`src/rtl/isr_tracker_pkg.sv`:
```
// Shared types and opcode constants for the Z80 instruction-boundary tracker.
package isr_pkg;

  typedef enum logic [1:0] {
    PFX_NONE = 2'd0,
    PFX_CB   = 2'd1,
    PFX_ED   = 2'd2,
    PFX_IDX  = 2'd3
  } prefix_t;

  localparam logic [7:0] OP_CB   = 8'hCB;
  localparam logic [7:0] OP_DD   = 8'hDD;
  localparam logic [7:0] OP_ED   = 8'hED;
  localparam logic [7:0] OP_FD   = 8'hFD;
  localparam logic [7:0] OP_HALT = 8'h76;

  function automatic logic is_index_prefix(input logic [7:0] b);
    return (b == OP_DD) || (b == OP_FD);
  endfunction

endpackage

```
`src/rtl/isr_tracker_if.sv`:
```
// Z80 bus inputs and tracker status outputs; master = CPU side, slave = tracker.
interface isr_tracker_if;
  import isr_pkg::*;

  logic       m1_n;
  logic       mreq_n;
  logic       iorq_n;
  logic       rd_n;
  logic [7:0] data_in;

  logic       new_isr;
  logic       last_isr_untrap;
  logic [7:0] opcode;
  prefix_t    prefix;
  logic       fetch_active;

  modport master (
    output m1_n, mreq_n, iorq_n, rd_n, data_in,
    input  new_isr, last_isr_untrap, opcode, prefix, fetch_active
  );

  modport slave (
    input  m1_n, mreq_n, iorq_n, rd_n, data_in,
    output new_isr, last_isr_untrap, opcode, prefix, fetch_active
  );

endinterface

```
`src/rtl/isr_tracker_m1_cycle_detect.sv`:
```
// Registers the Z80 control strobes and turns each M1 cycle into start/end/intack pulses.
module m1_cycle_detect (
  input  logic clk,
  input  logic reset,
  input  logic m1_n,
  input  logic mreq_n,
  input  logic iorq_n,
  input  logic rd_n,
  output logic m1_start,
  output logic m1_end,
  output logic is_intack,
  output logic fetch,
  output logic m1_high,
  output logic latch_en
);

  logic m1_q, m1_d, mreq_q, iorq_q;
  logic in_m1, fetch_seen, intack_seen;
  logic intack_raw;

  // m1 history resets low so an M1 already in progress at release never
  // produces a start, and its trailing rise is ignored.
  always_ff @(posedge clk or posedge reset) begin
    if (reset) begin
      m1_q        <= 1'b0;
      m1_d        <= 1'b0;
      mreq_q      <= 1'b1;
      iorq_q      <= 1'b1;
      in_m1       <= 1'b0;
      fetch_seen  <= 1'b0;
      intack_seen <= 1'b0;
    end else begin
      m1_q   <= m1_n;
      m1_d   <= m1_q;
      mreq_q <= mreq_n;
      iorq_q <= iorq_n;
      if (m1_start)
        in_m1 <= 1'b1;
      else if (m1_q && !m1_d)
        in_m1 <= 1'b0;
      if (m1_start) begin
        fetch_seen  <= fetch;
        intack_seen <= intack_raw;
      end else if (!m1_q) begin
        fetch_seen  <= fetch_seen | fetch;
        intack_seen <= intack_seen | intack_raw;
      end
    end
  end

  assign fetch      = !m1_q && !mreq_q;
  assign intack_raw = !m1_q && !iorq_q && mreq_q;
  assign m1_start   = !m1_q && m1_d;
  assign m1_end     = m1_q && !m1_d && in_m1;
  assign is_intack  = m1_end && intack_seen && !fetch_seen;
  assign m1_high    = m1_q;
  assign latch_en   = !m1_n && !mreq_n && !rd_n;

endmodule

```
`src/rtl/isr_tracker.sv`:
```
// Tracks Z80 prefix state across M1 fetches and flags instruction boundaries
// and untrap-jump completion for the downstream trap/mode controller.
//
// state    | meaning
// PFX_NONE | no prefix pending; next M1 begins a new instruction
// PFX_CB   | CB prefix seen; next M1 byte completes the instruction
// PFX_ED   | ED prefix seen; next M1 byte completes the instruction
// PFX_IDX  | DD/FD seen; waiting for opcode, CB, ED or another DD/FD
module isr_tracker
  import isr_pkg::*;
#(
  parameter logic [7:0] UNTRAP_OPCODE = 8'hC3,
  parameter bit         TRACK_INTACK  = 1'b1
) (
  input logic          clk,
  input logic          reset,
  isr_tracker_if.slave bus
);

  logic       m1_start, m1_end, is_intack, fetch, m1_high, latch_en;
  prefix_t    prefix_q, prefix_n;
  logic       new_isr_q, new_isr_n;
  logic       untrap_q, untrap_n;
  logic [7:0] opcode_q, opcode_n;
  logic [7:0] shadow_q;
  logic       fetch_active_q;

  m1_cycle_detect u_detect (
    .clk       (clk),
    .reset     (reset),
    .m1_n      (bus.m1_n),
    .mreq_n    (bus.mreq_n),
    .iorq_n    (bus.iorq_n),
    .rd_n      (bus.rd_n),
    .m1_start  (m1_start),
    .m1_end    (m1_end),
    .is_intack (is_intack),
    .fetch     (fetch),
    .m1_high   (m1_high),
    .latch_en  (latch_en)
  );

  always_ff @(posedge clk or posedge reset) begin
    if (reset) begin
      prefix_q       <= PFX_NONE;
      new_isr_q      <= 1'b1;
      untrap_q       <= 1'b0;
      opcode_q       <= 8'h00;
      shadow_q       <= 8'h00;
      fetch_active_q <= 1'b0;
    end else begin
      prefix_q       <= prefix_n;
      new_isr_q      <= new_isr_n;
      untrap_q       <= untrap_n;
      opcode_q       <= opcode_n;
      if (latch_en)
        shadow_q <= bus.data_in;
      fetch_active_q <= fetch || (fetch_active_q && !m1_high);
    end
  end

  // Outputs only move on an M1 end, so they hold while m1_n is low.
  always_comb begin
    prefix_n  = prefix_q;
    new_isr_n = new_isr_q;
    untrap_n  = untrap_q;
    opcode_n  = opcode_q;
    if (m1_end) begin
      new_isr_n = 1'b1;
      untrap_n  = 1'b0;
      prefix_n  = PFX_NONE;
      if (!(is_intack && TRACK_INTACK)) begin
        opcode_n = shadow_q;
        case (prefix_q)
          PFX_NONE: begin
            if (is_index_prefix(shadow_q)) begin
              prefix_n  = PFX_IDX;
              new_isr_n = 1'b0;
            end else if (shadow_q == OP_CB) begin
              prefix_n  = PFX_CB;
              new_isr_n = 1'b0;
            end else if (shadow_q == OP_ED) begin
              prefix_n  = PFX_ED;
              new_isr_n = 1'b0;
            end else begin
              untrap_n = (shadow_q == UNTRAP_OPCODE);
            end
          end
          // DDCB/FDCB: displacement and opcode arrive as plain reads, so
          // the CB byte already completes the instruction as far as M1 goes.
          PFX_IDX: begin
            if (is_index_prefix(shadow_q)) begin
              prefix_n  = PFX_IDX;
              new_isr_n = 1'b0;
            end else if (shadow_q == OP_ED) begin
              prefix_n  = PFX_ED;
              new_isr_n = 1'b0;
            end
          end
          default: begin
          end
        endcase
      end
    end
  end

  assign bus.new_isr         = new_isr_q;
  assign bus.last_isr_untrap = untrap_q;
  assign bus.opcode          = opcode_q;
  assign bus.prefix          = prefix_q;
  assign bus.fetch_active    = fetch_active_q;

endmodule
```
`src/flat_wrapper.sv`:
```
// flat-port wrapper written by rule: the top's interface ports become plain ports
module isr_tracker_flat import isr_pkg::*;
#(
  parameter logic [7:0] UNTRAP_OPCODE = 8'hC3,
  parameter bit         TRACK_INTACK  = 1'b1
)
  (clk, reset, bus_m1_n, bus_mreq_n, bus_iorq_n, bus_rd_n, bus_data_in, bus_new_isr, bus_last_isr_untrap, bus_opcode, bus_prefix, bus_fetch_active);
  isr_tracker_if bus_i ();
  input logic clk;
  input logic reset;
  input wire logic [$bits(bus_i.m1_n)-1:0] bus_m1_n;
  input wire logic [$bits(bus_i.mreq_n)-1:0] bus_mreq_n;
  input wire logic [$bits(bus_i.iorq_n)-1:0] bus_iorq_n;
  input wire logic [$bits(bus_i.rd_n)-1:0] bus_rd_n;
  input wire logic [$bits(bus_i.data_in)-1:0] bus_data_in;
  output wire logic [$bits(bus_i.new_isr)-1:0] bus_new_isr;
  output wire logic [$bits(bus_i.last_isr_untrap)-1:0] bus_last_isr_untrap;
  output wire logic [$bits(bus_i.opcode)-1:0] bus_opcode;
  output wire logic [$bits(bus_i.prefix)-1:0] bus_prefix;
  output wire logic [$bits(bus_i.fetch_active)-1:0] bus_fetch_active;
  assign bus_i.m1_n = bus_m1_n;
  assign bus_i.mreq_n = bus_mreq_n;
  assign bus_i.iorq_n = bus_iorq_n;
  assign bus_i.rd_n = bus_rd_n;
  assign bus_i.data_in = bus_data_in;
  assign bus_new_isr = bus_i.new_isr;
  assign bus_last_isr_untrap = bus_i.last_isr_untrap;
  assign bus_opcode = bus_i.opcode;
  assign bus_prefix = bus_i.prefix;
  assign bus_fetch_active = bus_i.fetch_active;
  isr_tracker #(.UNTRAP_OPCODE(UNTRAP_OPCODE), .TRACK_INTACK(TRACK_INTACK)) u_core (.clk(clk), .reset(reset), .bus(bus_i));
endmodule
```
`config.mk`:
```
export PLATFORM = sky130hd
export DESIGN_NAME = isr_tracker_flat
export DESIGN_NICKNAME = d
export VERILOG_FILES = /design/src/rtl/isr_tracker_pkg.sv /design/src/rtl/isr_tracker_if.sv /design/src/rtl/isr_tracker_m1_cycle_detect.sv /design/src/rtl/isr_tracker.sv /design/src/flat_wrapper.sv
export SDC_FILE = /design/constraint.sdc
export NUM_CORES = 1
export LEC_CHECK = 0
export CAP_MARGIN = 20
export CORE_ASPECT_RATIO = 1.75
export CORE_MARGIN = 4
export CORE_UTILIZATION = 42
export DETAILED_ROUTE_END_ITERATION = 10
export PLACE_DENSITY = 0.81
export SLEW_MARGIN = 0
export SYNTH_ARGS = -nofsm -noshare
export SYNTH_HDL_FRONTEND = slang
export SYNTH_SLANG_ARGS = --single-unit
```
`constraint.sdc`:
```
create_clock -name clk -period 1.6 [get_ports clk]
set_input_delay 0.32 -clock clk [delete_from_list [all_inputs] [get_ports clk]]
set_output_delay 0.32 -clock clk [all_outputs]
set_load 0.05 [all_outputs]
```
==> reports/qor.yml, run 1 <==
grt:
  grt_antenna_before_repair: 0
  grt_usage_pct: 13.3
  met1_usage_pct: 14.3
  grt_busiest_layer: "met2"
  grt_util_met3_pct: 2.09
  grtUsageMet2_pct: 23.2
  grt_start_max_net_pins: 29
  grt_pass1_wl_mm: 3.61
  grt_overflow: 0
  grt_pass1_vias: 846
worst_setup_path:
  crit_path_cell_trace: "or4b_4 > a2111oi_2 > a211o_2"
  crit_path_end_kind: "flop"
  cp-start-kind: "flop"
  slowest_delay_ns: 0.56
  cp.arrival_ns: 1.73
  crit_type: "flop to flop"
  cp_max_fo: 4
  cp_top_family: "simple AND/OR/NAND/NOR gates"
  cp_num_buf_inv: 0
  crit_required_ns: 1.82
  slowest_stage: "or4b_4"
clock_tree:
  path_clk_slew_ns: 0.09
  numCtsBuffers: 3
  clockBufferDepth: 2
  clock_latency_ns: 0.27
  cts_setup_buffers: 0
  tritoncts: "done"
  cts_hold_buf: 0
  htree_num_levels: 1
  cts_num_sinks: 28
  cts_root_buf: "clkbuf_8"
  cts_resized: 0
route:
  dr.pass1.iters: 3
  viasPerCell: 5.14
  drt_wl_total_mm: 2.28
  wl_per_cell_um: 13.8
  antenna_left: 0
  via_count: 854
  drcViolationCount: 0
  drtIter0Drc: 6
layout:
  nets: 158
  layout.cells.most_common: "nand2_1"
  antenna_cells: 0
  area_growth_pct: 37.2
  post-route-util_pct: 59.9
  multiInputGateArea_um2: 447
  drive_gt1_share_pct: 33.8
  final-seq-area_um2: 707
  n_fill_cell: 217
  final_cell_mix: "28 x nand2_1, 23 x dfrtp_1, 17 x buf_4"
floorplan:
  die_x_um: 48.0
  coreArea_um2: 2690
  die-height_um: 77.9
  io_pins: 27
  rows: 25
  die_area_um2: 3740
  initial_core_util_pct: 43.6
timing:
  clock_skew_ns: 0.00508
  finalHoldViolCount: 0
  setup-tns-final_ns: 0
  finalCritPeriodShare_pct: 94.4
  slew_viol_final: 0
  tightest_slew_ns: 0.350
  fmax_ghz: 0.662
  maxSlewHeadroom_pct: 76.7
  setup_violations: 0
  rsz0062_at_grt: "yes"
  period_needed_ns: 1.51
yosys:
  seq_area_frac_synth_pct: 60.0
  synth_compound_area_share_pct: 8.74
  synth_mux_area_share_pct: 8.64
  ys_ff_latch: 28
  synth_top_family_by_area: "simple AND/OR/NAND/NOR gates"
  yosysWarningCount: 0
  synth_xor_area_share_pct: 0
  synth.cell_area_um2: 1170
  yosys.area.top_type: "dfrtp_1"
  syn_avg_cell_area_um2: 11.5
  synthCells: 102
  syn-num-nets: 120
  synthAdderAreaFrac_pct: 4.26
  yosys.area_share.simple_pct: 15.4
  synthDistinctLibCells: 27
  synth.top_cell.area_share_pct: 53.3
  ys_top_cells_by_area: "dfrtp_1 53%, nand2_1 9.0%, mux2_2 8.6%, dfstp_2 6.7%, ha_1 4.3%"
pwr:
  powerDensity_nw_per_um2: 1340
  peakVddDrop_uv: 777
  p_leak_uw: 0.000757
run:
  cap_violations: 0
placed_design:
  dp_hpwl_mm: 1.84
  portBuffers: 26
  routabilityCongestion: 0.764
hold_path:
  worstHoldPathType: "input pin to async pin"
status:
  status: "completed"
-- report_power, final --
| group | switching (µW) | total (µW) | internal, µW | leakage (µW) |
|---|---|---|---|---|
| Sequential | 102 | 957 | 855 | 0.000339 |
| Clock | 210 | 430 | 220 | 0.0000288 |
| Combinational | 478 | 768 | 290 | 0.000389 |
| Total | 790 | 2150 | 1360 | 0.000757 |
-- synthesized netlist by cell type --
| library cell | n |
|---|---|
| a2111oi_2 | 1 |
| a211o_2 | 1 |
| a211oi_1 | 1 |
| a21o_1 | 1 |
| a21oi_1 | 1 |
| a21oi_2 | 1 |
| a22o_1 | 1 |
| and3_1 | 1 |
| buf_2 | 1 |
| dfrtp_1 | 25 |
| dfstp_2 | 3 |
| ha_1 | 4 |
| inv_1 | 8 |
| mux2_2 | 9 |
| nand2_1 | 28 |
| nand3_1 | 3 |
| nor2b_1 | 1 |
| nor3_1 | 1 |
| nor3_2 | 1 |
| nor4_1 | 2 |
| o21a_1 | 1 |
| o21ai_0 | 2 |
| o22ai_1 | 1 |
| o31ai_1 | 1 |
| o32ai_1 | 1 |
| or2_2 | 1 |
| or4b_4 | 1 |
-- per-stage QoR --
stage	total power [µW]	worst slack, ns	instances	instance area [µm²]	hold slack, ns
global placement	1730	0.0225	162	1540	0.459
global route	2240	-0.00108	166	1610	0.451
finish	2150	0.0894	166	1610	0.415
floorplan	1430	0.0984	102	1180	0.324
detailed placement	1740	-0.0128	162	1540	0.462
CTS	2170	0.0139	166	1600	0.422
-- final cells by class --
type | instances | area share, %
timing repair buffer | 34 | 21.0
multi-input combinational | 65 | 27.7
tap | 27 | 2.10
sequential | 28 | 43.9
inverter | 8 | 1.86
clock buffer | 4 | 3.42
-- registers in the layout (all words and copies together) (netlist names) --
| register | cells |
|---|---|
| u_core.u_detect.mreq_q | 1 |
| u_core.u_detect.m1_high | 1 |
| u_core.bus.new_isr | 1 |
| u_core.u_detect.fetch_seen | 1 |
| u_core.shadow_q | 8 |
| u_core.bus.opcode | 8 |
| u_core.bus.last_isr_untrap | 1 |
| u_core.bus.prefix | 2 |
| u_core.bus.fetch_active | 1 |
| u_core.u_detect.iorq_q | 1 |
| u_core.u_detect.in_m1 | 1 |
| u_core.u_detect.intack_seen | 1 |
| u_core.u_detect.m1_d | 1 |
-- logic make-up (layout without fill, tap and decap cells) --
group,after synthesis,after routing
AND/OR/NAND/NOR,39,39
flip-flops,28,28
AO/OA/AOI/OAI,13,13
multiplexers,9,9
buffers and inverters,9,46
adder cells (fa/ha/maj),4,4
-- metal layers --
| layer | part of all wire [%] | wire length [µm] |
|---|---|---|
| met1 | 40 | 914 |
| met2 | 55 | 1260 |
| met3 | 2.6 | 60 |
| met4 | 2.1 | 49 |
| met5 | 0 | 0 |
-- final timing paths --
kind,startpoint,end,slack [ns],cells after the start
max,u_core.shadow_q[2]$_DFFE_PP0P_,u_core.bus.prefix[0]$_DFFE_PP0N_,0.09,3
min,reset,u_core.bus.last_isr_untrap$_DFFE_PP0N_,0.42,3
max reg2reg,u_core.shadow_q[2]$_DFFE_PP0P_,u_core.bus.prefix[0]$_DFFE_PP0N_,0.09,3
min reg2reg,u_core.bus.opcode[1]$_DFFE_PP0P_,u_core.bus.opcode[1]$_DFFE_PP0P_,0.48,2
max in group asynchronous,reset,u_core.bus.new_isr$_DFFE_PP1N_,0.88,3
min in group clk,bus_iorq_n,u_core.u_detect.iorq_q$_DFF_PP1_,0.45,1
-- worst min-delay path, stage by stage --
cell and delay [ns]:
clkdlybuf4s50_1 0.40, inv_1 0.05, buf_4 0.32
No activity file was read; power rests on OpenSTA's default activity.
==> run 2: changes to the inputs <==
--- a/config.mk
+++ b/config.mk
@@ -5,12 +5,13 @@
 export SDC_FILE = /design/constraint.sdc
 export NUM_CORES = 1
 export LEC_CHECK = 0
+export ABC_AREA = 1
 export CAP_MARGIN = 20
 export CORE_ASPECT_RATIO = 1.75
 export CORE_MARGIN = 4
 export CORE_UTILIZATION = 42
 export DETAILED_ROUTE_END_ITERATION = 10
-export PLACE_DENSITY = 0.81
+export PLACE_DENSITY = 0.8
 export SLEW_MARGIN = 0
 export SYNTH_ARGS = -nofsm -noshare
 export SYNTH_HDL_FRONTEND = slang
==> run 2 against run 1 <==
Setup slack improved by 0.10 ns. Fmax is 7.2% higher. Final cell count rose by 12%. Utilization fell by 2.8 points. Critical endpoint is now u_core.bus.opcode[0]$_DFFE_PP0P_. Largest power group unchanged. Highest routed layer unchanged.
==> reports/qor.yml, run 2 <==
worst_setup_path:
  reg2reg_from: "u_core.u_detect.m1_high$_DFF_PP0_"
  crit_type: "flop to flop"
  crit_required_ns: 1.76
  reg2regPathDepth: 5
  cp_max_fo: 7
  crit_path_end_kind: "flop"
  cp.arrival_ns: 1.57
  rr_endpoint: "u_core.bus.opcode[0]$_DFFE_PP0P_"
  cp-start-kind: "flop"
  ff2ff_setup_slack_ns: 0.19
route:
  wl_met3_um: 74
  highest_layer: "met4"
  drcViolationCount: 0
  via_count: 908
  wl_met1_um: 895
  wl_per_cell_um: 12.6
  viasPerCell: 4.88
  antenna_left: 0
  drtIter0Drc: 28
  dr.pass1.iters: 4
  drt_wl_total_mm: 2.34
  dr_wl_met2_mm: 1.32
floorplan:
  io_pins: 27
  die_area_um2: 3930
  rows: 25
  die-height_um: 80.0
  die_x_um: 49.1
  initial_core_util_pct: 44.6
  coreArea_um2: 2780
yosys:
  synth_top_flop_cell: "dfrtp_1"
  synthArstFlopShare_pct: 100
  ys_top_cells_by_area: "dfrtp_1 50%, nand2_1 11%, dfstp_2 6.3%, inv_1 5.7%, ha_1 4.0%"
  syn_avg_cell_area_um2: 9.63
  synth_enable_flop_cells: 0
  synth_common_cells: "35 x nand2_1, 25 x dfrtp_1, 19 x inv_1, 11 x nor2_1, 9 x o21ai_0"
  yosys.area.top_type: "dfrtp_1"
  yosysWarningCount: 0
  synth.most_common_cell: "nand2_1"
  synthCells: 129
  synth.cell_area_um2: 1240
  synth.top_cell.area_share_pct: 50.4
  syn-num-nets: 147
  synthDistinctLibCells: 20
  seq_area_frac_synth_pct: 56.7
  ys_ff_latch: 28
clock_tree:
  numCtsBuffers: 3
  tritoncts: "done"
  cts_num_sinks: 28
  path_clk_slew_ns: 0.09
  cts_root_buf: "clkbuf_8"
  clockBufferDepth: 2
  cts_setup_buffers: 0
  clock_latency_ns: 0.27
  htree_num_levels: 1
grt:
  grt_antenna_before_repair: 0
  grt_start_max_net_pins: 29
  grt_usage_pct: 13.2
  grt_pass1_wl_mm: 4.00
  grt_overflow: 0
  grt_pass1_vias: 951
pwr:
  power_uw: 2100
  powerDensity_nw_per_um2: 1320
  peakVddDrop_uv: 803
  p_leak_uw: 0.000819
layout:
  final_cell_mix: "34 x nand2_1, 25 x dfrtp_1, 19 x inv_1"
  nets: 178
  final-seq-area_um2: 704
  area_growth_pct: 27.8
  multiInputGateArea_um2: 433
  layout.cells.most_common: "nand2_1"
  n_fill_cell: 238
  antenna_cells: 0
  drive_gt1_share_pct: 23.3
hold_path:
  worstHoldPathType: "input pin to async pin"
timing:
  setup-tns-final_ns: 0
  fmax_ghz: 0.710
  clock_skew_ns: 0.00558
  tightest_slew_ns: 0.338
  finalCritPeriodShare_pct: 88.1
  slew_viol_final: 0
  maxSlewHeadroom_pct: 77.5
  rsz0062_at_grt: "no"
  period_needed_ns: 1.41
  finalHoldViolCount: 0
  setup_violations: 0
placed_design:
  portBuffers: 26
  dp_hpwl_mm: 1.81
  routabilityCongestion: 0.859
status:
  status: "completed"
run:
  cap_violations: 0
==> run 2: worst max path at each step <==
| stage | start | to | slack (ns) |
|---|---|---|---|
| floorplan | u_core.bus.prefix[0]$_DFFE_PP0N_ | u_core.bus.prefix[0]$_DFFE_PP0N_ | 0.22 |
| global placement | bus_mreq_n | u_core.shadow_q[6]$_DFFE_PP0P_ | 0.05 |
| detailed placement | bus_mreq_n | u_core.shadow_q[2]$_DFFE_PP0P_ | 0.007 |
| CTS | u_core.u_detect.m1_high$_DFF_PP0_ | u_core.bus.opcode[0]$_DFFE_PP0P_ | 0.08 |
| global route | u_core.u_detect.m1_high$_DFF_PP0_ | u_core.bus.opcode[0]$_DFFE_PP0P_ | 0.06 |
| finish | u_core.u_detect.m1_high$_DFF_PP0_ | u_core.bus.opcode[0]$_DFFE_PP0P_ | 0.19 |
==> run 2: report_power, final <==
part | internal (µW) | switching [µW] | total, µW
Clock | 178 | 204 | 382
Sequential | 850 | 87.4 | 938
Combinational | 276 | 501 | 777
Total | 1300 | 792 | 2100
==> run 2: layer usage <==
metal | up-vias | global-route usage (%)
met5 | - | 0
met4 | 0 | 6.55
met3 | 5 | 2.43
li1 | 455 | -
met1 | 430 | 13.7
met2 | 18 | 24.6
==> run 2: final cells by class <==
| class | instances | area share (%) |
|---|---|---|
| sequential | 28 | 44.4 |
| multi-input combinational | 79 | 27.3 |
| timing repair buffer | 29 | 18.9 |
| inverter | 19 | 4.49 |
| clock buffer | 4 | 2.84 |
| tap | 27 | 2.13 |
==> run 2: logic make-up after synthesis <==
family	count (synthesis)	share of synthesized area, %
AO/OA/AOI/OAI	19	10.1
adder cells (fa/ha/maj)	4	4.03
buffers and inverters	22	8.66
flip-flops	28	56.7
multiplexers	3	2.72
AND/OR/NAND/NOR	53	17.8
==> run 2: critical path, cell delays in order (launching register included) <==
cell and delay [ns]:
dfrtp_1 0.41, ha_1 0.19, nand2_1 0.12, inv_1 0.08
nand2_2 0.15, mux2_2 0.35
==> run 2: what timing repair did <==
item | 4_1_cts | 5_1_grt
hold buffers | 0 | 0
resized for setup | 0 | 1
setup endpoints to repair | 0 | 3
==> run 2: metrics by stage <==
stage / hold WS [ns] / std cells / util (%) / area [µm²] / worst slack (ns)
CTS: 0.426 / 186 / 56.9 / 1590 / 0.0820
floorplan: 0.324 / 129 / - / 1240 / 0.224
global placement: 0.403 / 182 / 55.3 / 1540 / 0.0488
detailed placement: 0.414 / 182 / 55.3 / 1540 / 0.00655
finish: 0.414 / 186 / 57.0 / 1590 / 0.191
global route: 0.443 / 186 / 57.0 / 1590 / 0.0607
